$ cat config.mk
export PLATFORM = sky130hd
export DESIGN_NAME = pll_reconf_seq
export DESIGN_NICKNAME = d
export VERILOG_FILES = /design/src/rtl/pll_reconf_pkg.sv /design/src/rtl/sync2.sv /design/src/rtl/pll_reconf_seq.sv
export SDC_FILE = /design/constraint.sdc
export NUM_CORES = 1
export LEC_CHECK = 0
export ABC_AREA = 1
export CORE_MARGIN = 8
export CORE_UTILIZATION = 48
export CTS_CLUSTER_SIZE = 14
export DETAILED_ROUTE_END_ITERATION = 10
export GPL_ROUTABILITY_DRIVEN = 0
export PLACE_DENSITY = 0.81
export SYNTH_ARGS = -nofsm -noshare
export SYNTH_HDL_FRONTEND = slang
export SYNTH_SLANG_ARGS = --single-unit
$ cat constraint.sdc
create_clock -name clk -period 1.7 [get_ports clk]
set_clock_uncertainty 0.2 [all_clocks]
set_input_delay 0.255 -clock clk [delete_from_list [all_inputs] [get_ports clk]]
set_output_delay 0.255 -clock clk [all_outputs]
set_load 0.005 [all_outputs]
$ cat src/rtl/pll_reconf_pkg.sv
// Shared state encoding, divider-triple type and pin-encoding helper for pll_reconf_seq.
package pll_reconf_pkg;

    typedef logic [2:0] state_t;

    localparam state_t StRstPll   = 3'd0;
    localparam state_t StWaitLock = 3'd1;
    localparam state_t StStable   = 3'd2;
    localparam state_t StLocked   = 3'd3;
    localparam state_t StFail     = 3'd4;

    typedef struct packed {
        logic [5:0] fdiv;
        logic [5:0] idiv;
        logic [5:0] odiv;
    } div_cfg_t;

    // The PLL takes fdiv/idiv inverted; odiv is already a raw pin code.
    function automatic div_cfg_t to_pin_enc(input div_cfg_t nat);
        div_cfg_t pins;
        pins.fdiv = ~nat.fdiv;
        pins.idiv = ~nat.idiv;
        pins.odiv = nat.odiv;
        return pins;
    endfunction

endpackage

$ cat src/rtl/sync2.sv
// Two-flop synchronizer for a single asynchronous level, resets to 0.
module sync2 (
    input  logic clk,
    input  logic rst_n,
    input  logic d,
    output logic q
);

    logic meta_q;
    logic sync_q;

    always_ff @(posedge clk or negedge rst_n) begin
        if (!rst_n) begin
            meta_q <= 1'b0;
            sync_q <= 1'b0;
        end else begin
            meta_q <= d;
            sync_q <= meta_q;
        end
    end

    assign q = sync_q;

endmodule

$ cat src/rtl/pll_reconf_seq.sv
// Owns the PLL divider pins: applies a requested setting, pulses PLL reset and qualifies
// LOCK with timeout, retries and a stability window.
module pll_reconf_seq #(
    parameter logic [5:0]  DEF_FDIV            = 6'd9,
    parameter logic [5:0]  DEF_IDIV            = 6'd2,
    parameter logic [5:0]  DEF_ODIV            = 6'b111100,
    parameter int unsigned RESET_CYCLES        = 16,
    parameter int unsigned LOCK_TIMEOUT_CYCLES = 65536,
    parameter int unsigned LOCK_STABLE_CYCLES  = 1024,
    parameter int unsigned MAX_RETRIES         = 3
) (
    input  logic       clk,
    input  logic       rst_n,
    input  logic       req_valid,
    output logic       req_ready,
    input  logic [5:0] req_fdiv,
    input  logic [5:0] req_idiv,
    input  logic [5:0] req_odiv,
    input  logic       pll_lock,
    output logic [5:0] pll_fdiv,
    output logic [5:0] pll_idiv,
    output logic [5:0] pll_odiv,
    output logic       pll_reset,
    output logic       locked,
    output logic       busy,
    output logic       error,
    output logic       lock_lost,
    output logic [1:0] retry_cnt
);

    import pll_reconf_pkg::*;

    localparam int unsigned RstW = (RESET_CYCLES > 1) ? $clog2(RESET_CYCLES) : 1;
    localparam int unsigned TmoW = (LOCK_TIMEOUT_CYCLES > 1) ? $clog2(LOCK_TIMEOUT_CYCLES) : 1;
    localparam int unsigned StbW = (LOCK_STABLE_CYCLES > 1) ? $clog2(LOCK_STABLE_CYCLES) : 1;

    localparam logic [RstW-1:0] RstLast = RstW'(RESET_CYCLES - 1);
    localparam logic [TmoW-1:0] TmoLast = TmoW'(LOCK_TIMEOUT_CYCLES - 1);
    localparam logic [StbW-1:0] StbLast = StbW'(LOCK_STABLE_CYCLES - 1);

    localparam div_cfg_t DefNat = '{fdiv: DEF_FDIV, idiv: DEF_IDIV, odiv: DEF_ODIV};

    state_t          state_q, state_d;
    div_cfg_t        div_q, div_d;
    logic [RstW-1:0] rst_cnt_q, rst_cnt_d;
    logic [TmoW-1:0] tmo_cnt_q, tmo_cnt_d;
    logic [StbW-1:0] stb_cnt_q, stb_cnt_d;
    logic [1:0]      retry_q, retry_d;
    logic            lock_lost_q, lock_lost_d;
    logic            lock_s;
    logic            accept;
    div_cfg_t        req_nat;

    sync2 u_lock_sync (
        .clk   (clk),
        .rst_n (rst_n),
        .d     (pll_lock),
        .q     (lock_s)
    );

    assign req_ready = (state_q == StLocked) || (state_q == StFail);
    assign accept    = req_valid && req_ready;
    assign req_nat   = '{fdiv: req_fdiv, idiv: req_idiv, odiv: req_odiv};

    always_comb begin
        state_d     = state_q;
        div_d       = div_q;
        rst_cnt_d   = rst_cnt_q;
        tmo_cnt_d   = tmo_cnt_q;
        stb_cnt_d   = stb_cnt_q;
        retry_d     = retry_q;
        lock_lost_d = lock_lost_q;

        // Accept takes priority over any lock event in the same cycle.
        if (accept) begin
            div_d       = to_pin_enc(req_nat);
            state_d     = StRstPll;
            rst_cnt_d   = '0;
            retry_d     = 2'd0;
            lock_lost_d = 1'b0;
        end else begin
            case (state_q)
                StRstPll: begin
                    if (rst_cnt_q == RstLast) begin
                        state_d   = StWaitLock;
                        tmo_cnt_d = '0;
                    end else begin
                        rst_cnt_d = rst_cnt_q + 1'b1;
                    end
                end
                StWaitLock: begin
                    if (lock_s) begin
                        state_d   = StStable;
                        stb_cnt_d = '0;
                    end else if (tmo_cnt_q == TmoLast) begin
                        if (32'(retry_q) < MAX_RETRIES) begin
                            retry_d   = retry_q + 2'd1;
                            state_d   = StRstPll;
                            rst_cnt_d = '0;
                        end else begin
                            state_d = StFail;
                        end
                    end else begin
                        tmo_cnt_d = tmo_cnt_q + 1'b1;
                    end
                end
                StStable: begin
                    // A dropout keeps the timeout count so glitching cannot extend the budget.
                    if (!lock_s) begin
                        state_d = StWaitLock;
                    end else if (stb_cnt_q == StbLast) begin
                        state_d = StLocked;
                    end else begin
                        stb_cnt_d = stb_cnt_q + 1'b1;
                    end
                end
                StLocked: begin
                    if (!lock_s) begin
                        state_d     = StWaitLock;
                        tmo_cnt_d   = '0;
                        retry_d     = 2'd0;
                        lock_lost_d = 1'b1;
                    end
                end
                StFail: begin
                    state_d = StFail;
                end
                default: begin
                    state_d   = StRstPll;
                    rst_cnt_d = '0;
                end
            endcase
        end
    end

    always_ff @(posedge clk or negedge rst_n) begin
        if (!rst_n) begin
            state_q     <= StRstPll;
            div_q       <= to_pin_enc(DefNat);
            rst_cnt_q   <= '0;
            tmo_cnt_q   <= '0;
            stb_cnt_q   <= '0;
            retry_q     <= 2'd0;
            lock_lost_q <= 1'b0;
        end else begin
            state_q     <= state_d;
            div_q       <= div_d;
            rst_cnt_q   <= rst_cnt_d;
            tmo_cnt_q   <= tmo_cnt_d;
            stb_cnt_q   <= stb_cnt_d;
            retry_q     <= retry_d;
            lock_lost_q <= lock_lost_d;
        end
    end

    assign pll_fdiv  = div_q.fdiv;
    assign pll_idiv  = div_q.idiv;
    assign pll_odiv  = div_q.odiv;
    assign pll_reset = (state_q == StRstPll);
    assign locked    = (state_q == StLocked);
    assign error     = (state_q == StFail);
    assign busy      = (state_q == StRstPll) || (state_q == StWaitLock) || (state_q == StStable);
    assign lock_lost = lock_lost_q;
    assign retry_cnt = retry_q;

endmodule

==> out/metrics.csv, run 1 <==
metric;value;unit
Placeable Area;0.00596;mm^2
setup slack at placement;-0.114;ns
sequential share of the synthesized area;47.6;%
worst-path fanout max;8;
met1 usage;24.7;%
clk slew on worst S/H paths;0.10;ns
standard-cell rows;28;
Layout Area Growth over Synthesis;57.8;%
required time worst endpoint;1.73;ns
Crit. End Element;flip-flop;
worst-path cell chain;buf_6 -> inv_1 -> nand2_2 -> nor2_4 -> nand2_4 -> o21ai_4 -> inv_2 -> nor2_4 -> nand2_1 -> o21ai_1;
Synth Area in XOR/XNOR;4.11;%
share of cells above drive strength 1;35.6;%
most used routing layer;met2;
H-tree Lvls;2;
Post-synth EDFFs;0;
worst setup path class;flip-flop to flip-flop;
most used cell along the critical path;nor2_4;
initial antenna violation count;0;
Routed Wire Length;12.6;mm
compound-gate portion of the synthesized area;6.84;%
Synth Warn #;0;
post-synthesis net count;407;
HP Start;pll_lock;
Global Route met2 Usage;42.2;%
maxcap violations;0;
Worst Tran Pin Value;0.422;ns
setup TNS;-13.83;ns
Worst slew margin;71.9;%
Post-synth ARST share;100;%
outcome;finished with violations;
Congestion Overflow GR;0;
Worst path max stage delay;0.45;ns
Finished Core Util;78.9;%
PnR worst setup slack;-0.343;ns
main combinational cell family by area after synthesis;simple AND/OR/NAND/NOR gates;
Post-DRT Antenna Nets;0;
initial core utilization;50.0;%
Synth cell types;30;
met3 Use GR;3.65;%
Avg Inst Size Synth;7.82;um^2
vias per std cell;6.13;
first-pass detailed-route iteration total;6;
clk_lat worst skew;0.32;ns
Max clock buf depth;2;
nets@finish;536;
fin. max-slew vios;0;
cell area after synthesis;0.00298;mm^2
clk sinks;56;
Critical Path Start Type;flip-flop;
pin count of the biggest net entering global routing;42;
placed instance area;0.00390;mm^2
crit path DAT;2.07;ns
unrepaired setup endpoints after global routing;true;
CTS tree;built;
Clock Tree Root;clkbuf_8;
WHS;0.170;ns
WL/cell;21.4;um
CP max stage cell;dfrtp_1;
flops & latches, synth;56;
total CTS buffers;5;
synth top area cells;dfrtp_1 36%, nand2_1 17%, dfstp_2 11%;
Max Fclk;489;MHz
Simple-Gate Fraction of Synth Area;34.4;%
DRT iter0 DRCs;453;
number of global-route vias before repair;3398;
adder-cell area share of the yosys netlist;1.68;%
number of fill cells;325;
GRT Resource Usage Total;23.3;%
# DRC;0;
most instantiated cells after synthesis;136 x nand2_1, 43 x dfrtp_1, 37 x nor2_1;
die height;94.8;um
reg2reg start;state_q[1];
top cell type's share of synthesized area;36.1;%
Final Hold Viols;0;
first-pass GRT wire length;16.4;mm
Final min period;2.04;ns
Post-synth top flop;dfrtp_1;
area leader, netlist;dfrtp_1;
die width;94.8;um
LEAKAGE;0.00229;uW
Power per Cell Area;1500;mW/mm^2
fin area;0.00470;mm^2
most frequent cell after synthesis;nand2_1;
Critical Path Start;state_q[1];
synthesized instance count;381;
n_diodes;0;
Ports;48;
Via Count;3592;
Final Cycle Share;120;%
# setup viols final;59;
die area;0.00899;mm^2
Hold WC Path Type;input pin to flip-flop;
Max VDD drop;1.24;mV
port bufs;47;
violated checks;setup timing;
post-synthesis mux area share;0;%
half-perimeter wire length after placement;5.65;mm
==> path summary, 6_finish.rpt <==
path | endpoint | slack (ns) | cells after the start
min in group asynchronous | stb_cnt_q[5] | 0.20 | 2
max in group asynchronous | pll_odiv[5] | 0.49 | 3
setup reg to reg | stb_cnt_q[5] | -0.34 | 10
setup / recovery | stb_cnt_q[5] | -0.34 | 10
hold reg to reg | u_lock_sync.q | 0.19 | 0
hold / removal | u_lock_sync.meta_q | 0.17 | 1
==> layout make-up <==
| class | instances | area [um^2] | area share (%) |
|---|---|---|---|
| sequential | 56 | 1420 | 30.1 |
| inverter | 33 | 136 | 2.90 |
| multi-input combinational | 287 | 1730 | 36.7 |
| clock buffer | 5 | 68.8 | 1.46 |
| clock inverter | 3 | 46.3 | 0.985 |
| tap | 75 | 93.8 | 2.00 |
| timing repair buffer | 127 | 1210 | 25.8 |
==> through the flow <==
stage	std cells	power, uW
floorplan	381	3200
global placement	544	4460
detailed placement	544	4560
CTS	577	6350
global route	586	7280
finish	586	7080
==> state kept, by name (all words and copies together) (netlist names) <==
signal,count
pll_idiv,6
u_lock_sync.q,1
lock_lost,1
u_lock_sync.meta_q,1
state_q,3
pll_fdiv,6
tmo_cnt_q,16
retry_cnt,2
pll_odiv,6
stb_cnt_q,10
rst_cnt_q,4
==> layout by cell type (no fill, tap or decap), types with 11 or more instances in the layout <==
cell / instances
nand4_1: 11
dlygate4sd2_1: 13
clkdlybuf4s50_1: 27
nand2_2: 19
dfstp_2: 13
dfrtp_1: 43
nand2_1: 115
buf_4: 55
buf_6: 20
o21ai_1: 19
nor2_1: 29
inv_1: 24
nand3_1: 18
==> layer usage <==
layer  share of wire [%]  up-vias
li1                    -     1476
met1                  34     1690
met2                  51      332
met3                 8.1       94
met4                 6.7        0
met5                   0        -
==> cell families after synthesis <==
logic type	count (synthesis)
xor+xnor	14
fa+ha+maj	4
flops	56
simple gates	232
buf+inv	39
compound gates	36
==> critical path, delay by kind of cell (launching register included) <==
kind            cells  cell delay, ns
flops               1            0.45
buf+inv             3            0.27
simple gates        5            0.79
compound gates      2            0.25
==> power by group <==
part	switching [uW]	total, uW	internal, uW
clock	463	907	445
combinational	2210	4160	1950
sequential	251	2010	1760
==> timing repair <==
item                                   4_1_cts  5_1_grt
endpoints found under the hold margin       15        0
setup endpoints to repair                   54       61
setup buffers                               22       11
pin swaps                                   25       20
hold buffers                                 1        0
gates cloned                                 3        1
gates resized for setup                    109       46
Note: power is estimated with default switching activity, not from simulation.
==> run 2: changes to the inputs <==
CORE_ASPECT_RATIO = 1.1   (was not set)
==> run 2 against run 1 <==
Effect of this change: critical path type unchanged; the run still ends with setup timing left; sequential share of layout area decreased by 0.92 points; die area about the same; global-route usage decreased by 1.5 points; highest routed layer unchanged; critical path depth is 2 higher; power is 0.28% lower; largest cell class unchanged; combinational power decreased by 1%; sequential power about the same.
==> out/metrics.csv, run 2 (synthesis results as in run 1) <==
metric;value;unit;change
outcome;finished with violations;;unchanged
violated checks;setup timing;;unchanged
sw frac;40.3;%;was 41.3%
R2R Setup Slk;-0.26;ns;was -0.34 ns
maxcap violations;0;;unchanged
first-pass GRT wire length;15.9;mm;was 16.4 mm
clk sinks;56;;unchanged
setup slack at placement;-0.116;ns;was -0.114 ns
required time worst endpoint;1.70;ns;was 1.73 ns
Hold WC Path Type;flip-flop to flip-flop;;was input pin to flip-flop
Final min period;1.96;ns;was 2.04 ns
die area;0.00899;mm^2;about the same
# setup viols final;59;;unchanged
Max VDD drop;0.880;mV;was 1.24 mV
die height;98.6;um;was 94.8 um
critical path depth in cells;12;;was 10
Worst path max stage delay;0.46;ns;was 0.45 ns
setup TNS;-10.02;ns;was -13.83 ns
placed instance area;0.00392;mm^2;was 0.00390 mm^2
Ports;48;;unchanged
clk slew on worst S/H paths;0.11;ns;was 0.10 ns
nets@finish;535;;was 536
total CTS buffers;5;;unchanged
Via Count;3396;;was 3592
reg2reg start;state_q[0];;was state_q[1]
NetSw;2840;uW;was 2920 uW
total chip power;7060;uW;was 7080 uW
Max clock buf depth;2;;unchanged
# DRC;0;;unchanged
Post-DRT Antenna Nets;0;;unchanged
Max Fclk;510;MHz;was 489 MHz
Cell Int Power;4210;uW;was 4150 uW
port bufs;47;;unchanged
worst-path fanout max;5;;was 8
max reg flops;16;;unchanged
Clk network pwr share;12.8;%;about the same
initial core utilization;49.0;%;was 50.0%
Worst Tran Pin Value;0.532;ns;was 0.422 ns
unrepaired setup endpoints after global routing;true;;unchanged
DRT iter0 DRCs;310;;was 453
most frequent cells in the layout;98 x nand2_1, 51 x buf_4, 43 x dfrtp_1;;was 115 x nand2_1, 55 x buf_4, 43 x dfrtp_1
biggest regs;tmo_cnt_q (16), stb_cnt_q (10);;unchanged
cells on worst reg2reg path;12;;was 10
PnR worst setup slack;-0.260;ns;was -0.343 ns
Critical Path Start;state_q[0];;was state_q[1]
GRT Resource Usage Total;21.8;%;was 23.3%
Congestion Overflow GR;0;;unchanged
Routed Wire Length;11.6;mm;was 12.6 mm
commonest non-fill, non-tap cell in the layout;nand2_1;;unchanged
clk_lat worst skew;0.31;ns;was 0.32 ns
Clock Tree Root;clkbuf_8;;unchanged
CP max stage cell;dfrtp_1;;unchanged
standard-cell rows;30;;was 28
Critical Path Start Type;flip-flop;;unchanged
Power per Cell Area;1450;mW/mm^2;was 1500 mW/mm^2
vias per std cell;5.76;;was 6.13
Crit. End Element;flip-flop;;unchanged
first-pass detailed-route iteration total;5;;was 6
H-tree Lvls;2;;unchanged
number of global-route vias before repair;3287;;was 3398
fin area;0.00485;mm^2;was 0.00470 mm^2
Placeable Area;0.00608;mm^2;was 0.00596 mm^2
CTS tree;built;;unchanged
fin. max-slew vios;0;;unchanged
Final Cycle Share;115;%;was 120%
n_diodes;0;;unchanged
pin count of the biggest net entering global routing;24;;was 42
CP delay by family, top;simple AND/OR/NAND/NOR gates;;unchanged
initial antenna violation count;0;;unchanged
Final Hold Viols;0;;unchanged
worst flop-to-flop path endpoint;tmo_cnt_q[11];;was stb_cnt_q[5]
worst-path cell chain;buf_6 -> buf_6 -> nand2_4 -> nor2_4 -> nand2_4 -> nand2_2 -> nor2_4 -> nand3_4 -> buf_4 -> buf_16 -> nand2_1 -> o21ai_1;;was buf_6 -> inv_1 -> nand2_2 -> nor2_4 -> nand2_4 -> o21ai_4 -> inv_2 -> nor2_4 -> nand2_1 -> o21ai_1
half-perimeter wire length after placement;5.76;mm;was 5.65 mm
Reg power frac;28.9;%;was 28.4%
share of cells above drive strength 1;41.2;%;was 35.6%
WL/cell;19.7;um;was 21.4 um
number of cells in the finished layout apart from fillers;590;;was 586
destination of the critical timing path;tmo_cnt_q[11];;was stb_cnt_q[5]
Layout Area Growth over Synthesis;62.7;%;was 57.8%
crit path DAT;1.96;ns;was 2.07 ns
count of buffer and inverter cells on the critical path;4;;was 3
LEAKAGE;0.00238;uW;was 0.00229 uW
worst setup path class;flip-flop to flip-flop;;unchanged
most flop-heavy register;tmo_cnt_q;;unchanged
die width;91.1;um;was 94.8 um
dpl cells;550;;was 544
Comb pwr share;58.3;%;was 58.7%
Worst slew margin;64.5;%;was 71.9%
## run 2: cell types whose count changed in the layout (fill, tap and decap cells not counted), sizes merged
cell / delta
clkinv: +1
clkdlybuf4s50: -2
clkinvlp: -1
dlymetal6s2s: +2
nand3: +1
buf: -1
inv: -1
## run 2: timing repair
action / 4_1_cts / 5_1_grt
resized for setup: 106 / 99
hold buffers: 1 / 0
pin swaps: 21 / 17
gates cloned: 2 / 2
endpoints found under the setup margin: 68 / 61
endpoints found under the hold margin: 7 / 0
buffers inserted: 20 / 7
## run 2: final cells by class
| cell class | count | area (um^2) |
|---|---|---|
| multi-input cells | 288 | 1840 |
| flip-flops and latches | 56 | 1420 |
| fillers | 351 | 1230 |
| repair buffers | 125 | 1230 |
| inverters | 33 | 151 |
| well taps | 80 | 100 |
| clock buffers | 6 | 72.6 |
| clock inverters | 2 | 38.8 |
## run 2: through the flow
step,hold slack (ns),utilization (%)
6_report,0.159,79.8
3_5_place_dp,0.0525,64.4
5_1_grt,0.163,79.8
4_1_cts,0.160,73.2
3_3_place_gp,0.0505,64.4
2_1_floorplan,-0.241,-
## run 2: power by group through the flow
| stage | logic, uW | clock network (uW) | registers, uW |
|---|---|---|---|
| final | 4110 | 901 | 2040 |
| after floorplan | 1180 | 0 | 2020 |
| after global routing | 4310 | 947 | 2060 |
| after detailed placement | 2570 | 0 | 1990 |
| after CTS | 3390 | 897 | 1960 |
| after global placement | 2500 | 0 | 1970 |
## run 2: routing by layer
metal  vias up  GRT usage (%)  routed length, um
met5         -              0                  0
met4         0           12.2                764
met3        78           4.71                736
met2       212           41.4               6220
met1      1632           21.2               3900
li1       1474              -                  -
## run 2: worst min path at each step
stage	endpoint	cells past startpoint	start	slack [ns]
finish	u_lock_sync.q	0	u_lock_sync.meta_q	0.16
global route	u_lock_sync.q	0	u_lock_sync.meta_q	0.16
CTS	u_lock_sync.q	0	u_lock_sync.meta_q	0.16
detailed placement	pll_idiv[1]	1	rst_n	0.05
global placement	pll_idiv[1]	1	rst_n	0.05
floorplan	lock_lost	0	rst_n	-0.24
## run 2: worst register-to-register path: stages, from the launching register on
cell     delay (ns)
dfrtp_1        0.46
buf_6          0.15
buf_6          0.11
nand2_4        0.07
nor2_4         0.06
nand2_4        0.08
nand2_2        0.07
nor2_4         0.14
nand3_4        0.09
buf_4          0.16
buf_16         0.13
nand2_1        0.05
o21ai_1        0.08
==> run 3: changes to the inputs <==
CAP_MARGIN = 40   (was not set)
SKIP_CTS_REPAIR_TIMING = 1   (was not set)
==> run 3 against run 2 <==
Effect of this change: the run still ends with setup timing left; critical path depth shrank 1; setup slack lost 0.023 ns; global-route usage shrank 4.7 points; register-to-register slack lost 0.02 ns; non-clock buffer count shrank 1; clock-buffer cell count is the same; routed wire length shrank 3.1%; cell area grew 1.0%.
==> out/metrics.csv, run 3 (synthesis results as in run 1) <==
metric;value;unit;change
WHS;0.160;ns;was 0.159 ns
placed instance area;0.00392;mm^2;unchanged
Crit. End Element;flip-flop;;unchanged
half-perimeter wire length after placement;5.76;mm;unchanged
worst flop-to-flop path endpoint;retry_cnt[0];;was tmo_cnt_q[11]
die height;98.6;um;unchanged
clk sinks;56;;unchanged
DRT iter0 DRCs;275;;was 310
Layout Area Growth over Synthesis;64.4;%;was 62.7%
PnR worst setup slack;-0.284;ns;was -0.260 ns
fin area;0.00490;mm^2;was 0.00485 mm^2
Post-DRT Antenna Nets;0;;unchanged
Max VDD drop;1.01;mV;was 0.880 mV
cells on worst reg2reg path;11;;was 12
unrepaired setup endpoints after global routing;true;;unchanged
most flop-heavy register;tmo_cnt_q;;unchanged
number of fill cells;340;;was 351
port bufs;47;;unchanged
maxcap violations;0;;unchanged
Power per Cell Area;1460;mW/mm^2;was 1450 mW/mm^2
number of global-route vias before repair;2818;;was 3287
fin. max-slew vios;0;;unchanged
most frequent cells in the layout;93 x nand2_1, 51 x buf_4, 43 x dfrtp_1;;was 98 x nand2_1, 51 x buf_4, 43 x dfrtp_1
pin count of the biggest net entering global routing;24;;unchanged
die width;91.1;um;unchanged
worst setup path class;flip-flop to flip-flop;;unchanged
Worst slew margin;66.2;%;was 64.5%
clk_lat worst skew;0.31;ns;about the same
Max Fclk;504;MHz;was 510 MHz
Final min period;1.98;ns;was 1.96 ns
biggest regs;tmo_cnt_q (16), stb_cnt_q (10);;unchanged
nets@finish;533;;was 535
commonest non-fill, non-tap cell in the layout;nand2_1;;unchanged
first-pass GRT wire length;12.9;mm;was 15.9 mm
Worst Tran Pin Value;0.503;ns;was 0.532 ns
outcome;finished with violations;;unchanged
total CTS buffers;5;;unchanged
Critical Path Start;state_q[0];;unchanged
R2R Setup Slk;-0.28;ns;was -0.26 ns
standard-cell rows;30;;unchanged
n_diodes;0;;unchanged
Final Cycle Share;117;%;was 115%
Max clock buf depth;2;;unchanged
reg2reg start;state_q[0];;unchanged
Final Hold Viols;0;;unchanged
share of cells above drive strength 1;40.7;%;was 41.2%
Hold WC Path Type;flip-flop to flip-flop;;unchanged
first-pass detailed-route iteration total;5;;unchanged
H-tree Lvls;2;;unchanged
destination of the critical timing path;retry_cnt[0];;was tmo_cnt_q[11]
die area;0.00899;mm^2;unchanged
clk slew on worst S/H paths;0.10;ns;was 0.11 ns
Ports;48;;unchanged
max reg flops;16;;unchanged
Congestion Overflow GR;0;;unchanged
Placeable Area;0.00608;mm^2;unchanged
vias per std cell;5.62;;was 5.76
Clock Tree Root;clkbuf_8;;unchanged
# DRC;0;;unchanged
Critical Path Start Type;flip-flop;;unchanged
WL/cell;19.2;um;was 19.7 um
CTS tree;built;;unchanged
worst-path fanout max;7;;was 5
required time worst endpoint;1.71;ns;was 1.70 ns
initial core utilization;49.0;%;unchanged
violated checks;setup timing;;unchanged
LEAKAGE;0.00254;uW;was 0.00238 uW
initial antenna violation count;0;;unchanged
crit path DAT;1.99;ns;was 1.96 ns
GRT Resource Usage Total;17.1;%;was 21.8%
setup TNS;-9.10;ns;was -10.02 ns
Routed Wire Length;11.3;mm;was 11.6 mm
Via Count;3303;;was 3396
# setup viols final;61;;was 59
run 3: changes by cell type in the layout (fill, tap and decap cells not counted), sizes merged:
cell           delta
dlymetal6s2s     +15
dlygate4sd2      -13
buf               -6
clkdlybuf4s50     +2
clkbuf            +1
nand3             -1
run 3: cell type report:
class,instances,area [um^2],share of cell area (%)
Multi-Input combinational cell,287,1880,38.4
Sequential cell,56,1420,28.9
Timing Repair Buffer,124,1250,25.4
Inverter,33,141,2.89
Tap cell,80,100,2.04
Clock buffer,6,72.6,1.48
Clock inverter,2,38.8,0.792
run 3: worst min-delay path by stage:
stage,start,depth (start not counted),end,slack [ns]
global placement,rst_n,1,pll_idiv[1],0.05
detailed placement,rst_n,1,pll_idiv[1],0.05
global route,u_lock_sync.meta_q,0,u_lock_sync.q,0.16
floorplan,rst_n,0,lock_lost,-0.24
CTS,rst_n,1,pll_idiv[1],-0.29
finish,u_lock_sync.meta_q,0,u_lock_sync.q,0.16
run 3: routing by layer:
layer | up-vias | track usage [%] | wire length (um)
met5 | - | 0 | 0
met4 | 0 | 5.93 | 569
met3 | 59 | 2.97 | 631
met2 | 186 | 32.4 | 5950
met1 | 1590 | 18.5 | 4110
li1 | 1468 | - | -
run 3: critical path: stages, from the launching register on:
cell and delay [ns]:
dfrtp_1 0.45, buf_6 0.15, nor2_4 0.13, nand2_2 0.09, nand2_2 0.10, buf_6 0.12, nand2_8 0.08, buf_4 0.16
nand3_4 0.10, nand3_1 0.13, nand2_1 0.10, nand2_1 0.06
run 3: power breakdown:
part / internal [uW] / switching [uW]
Combinational: 2040 / 2160
Clock: 446 / 451
Sequential: 1760 / 283
run 3: through the flow:
step,total power [uW],utilization (%),setup slack [ns],cells
final,7140,80.6,-0.284,588
after global routing,7410,80.6,-0.329,588
after CTS,5480,66.3,-0.477,558
after detailed placement,4560,64.4,-0.116,550
after global placement,4470,64.4,-0.0697,550
after floorplan,3200,-,-0.0155,381
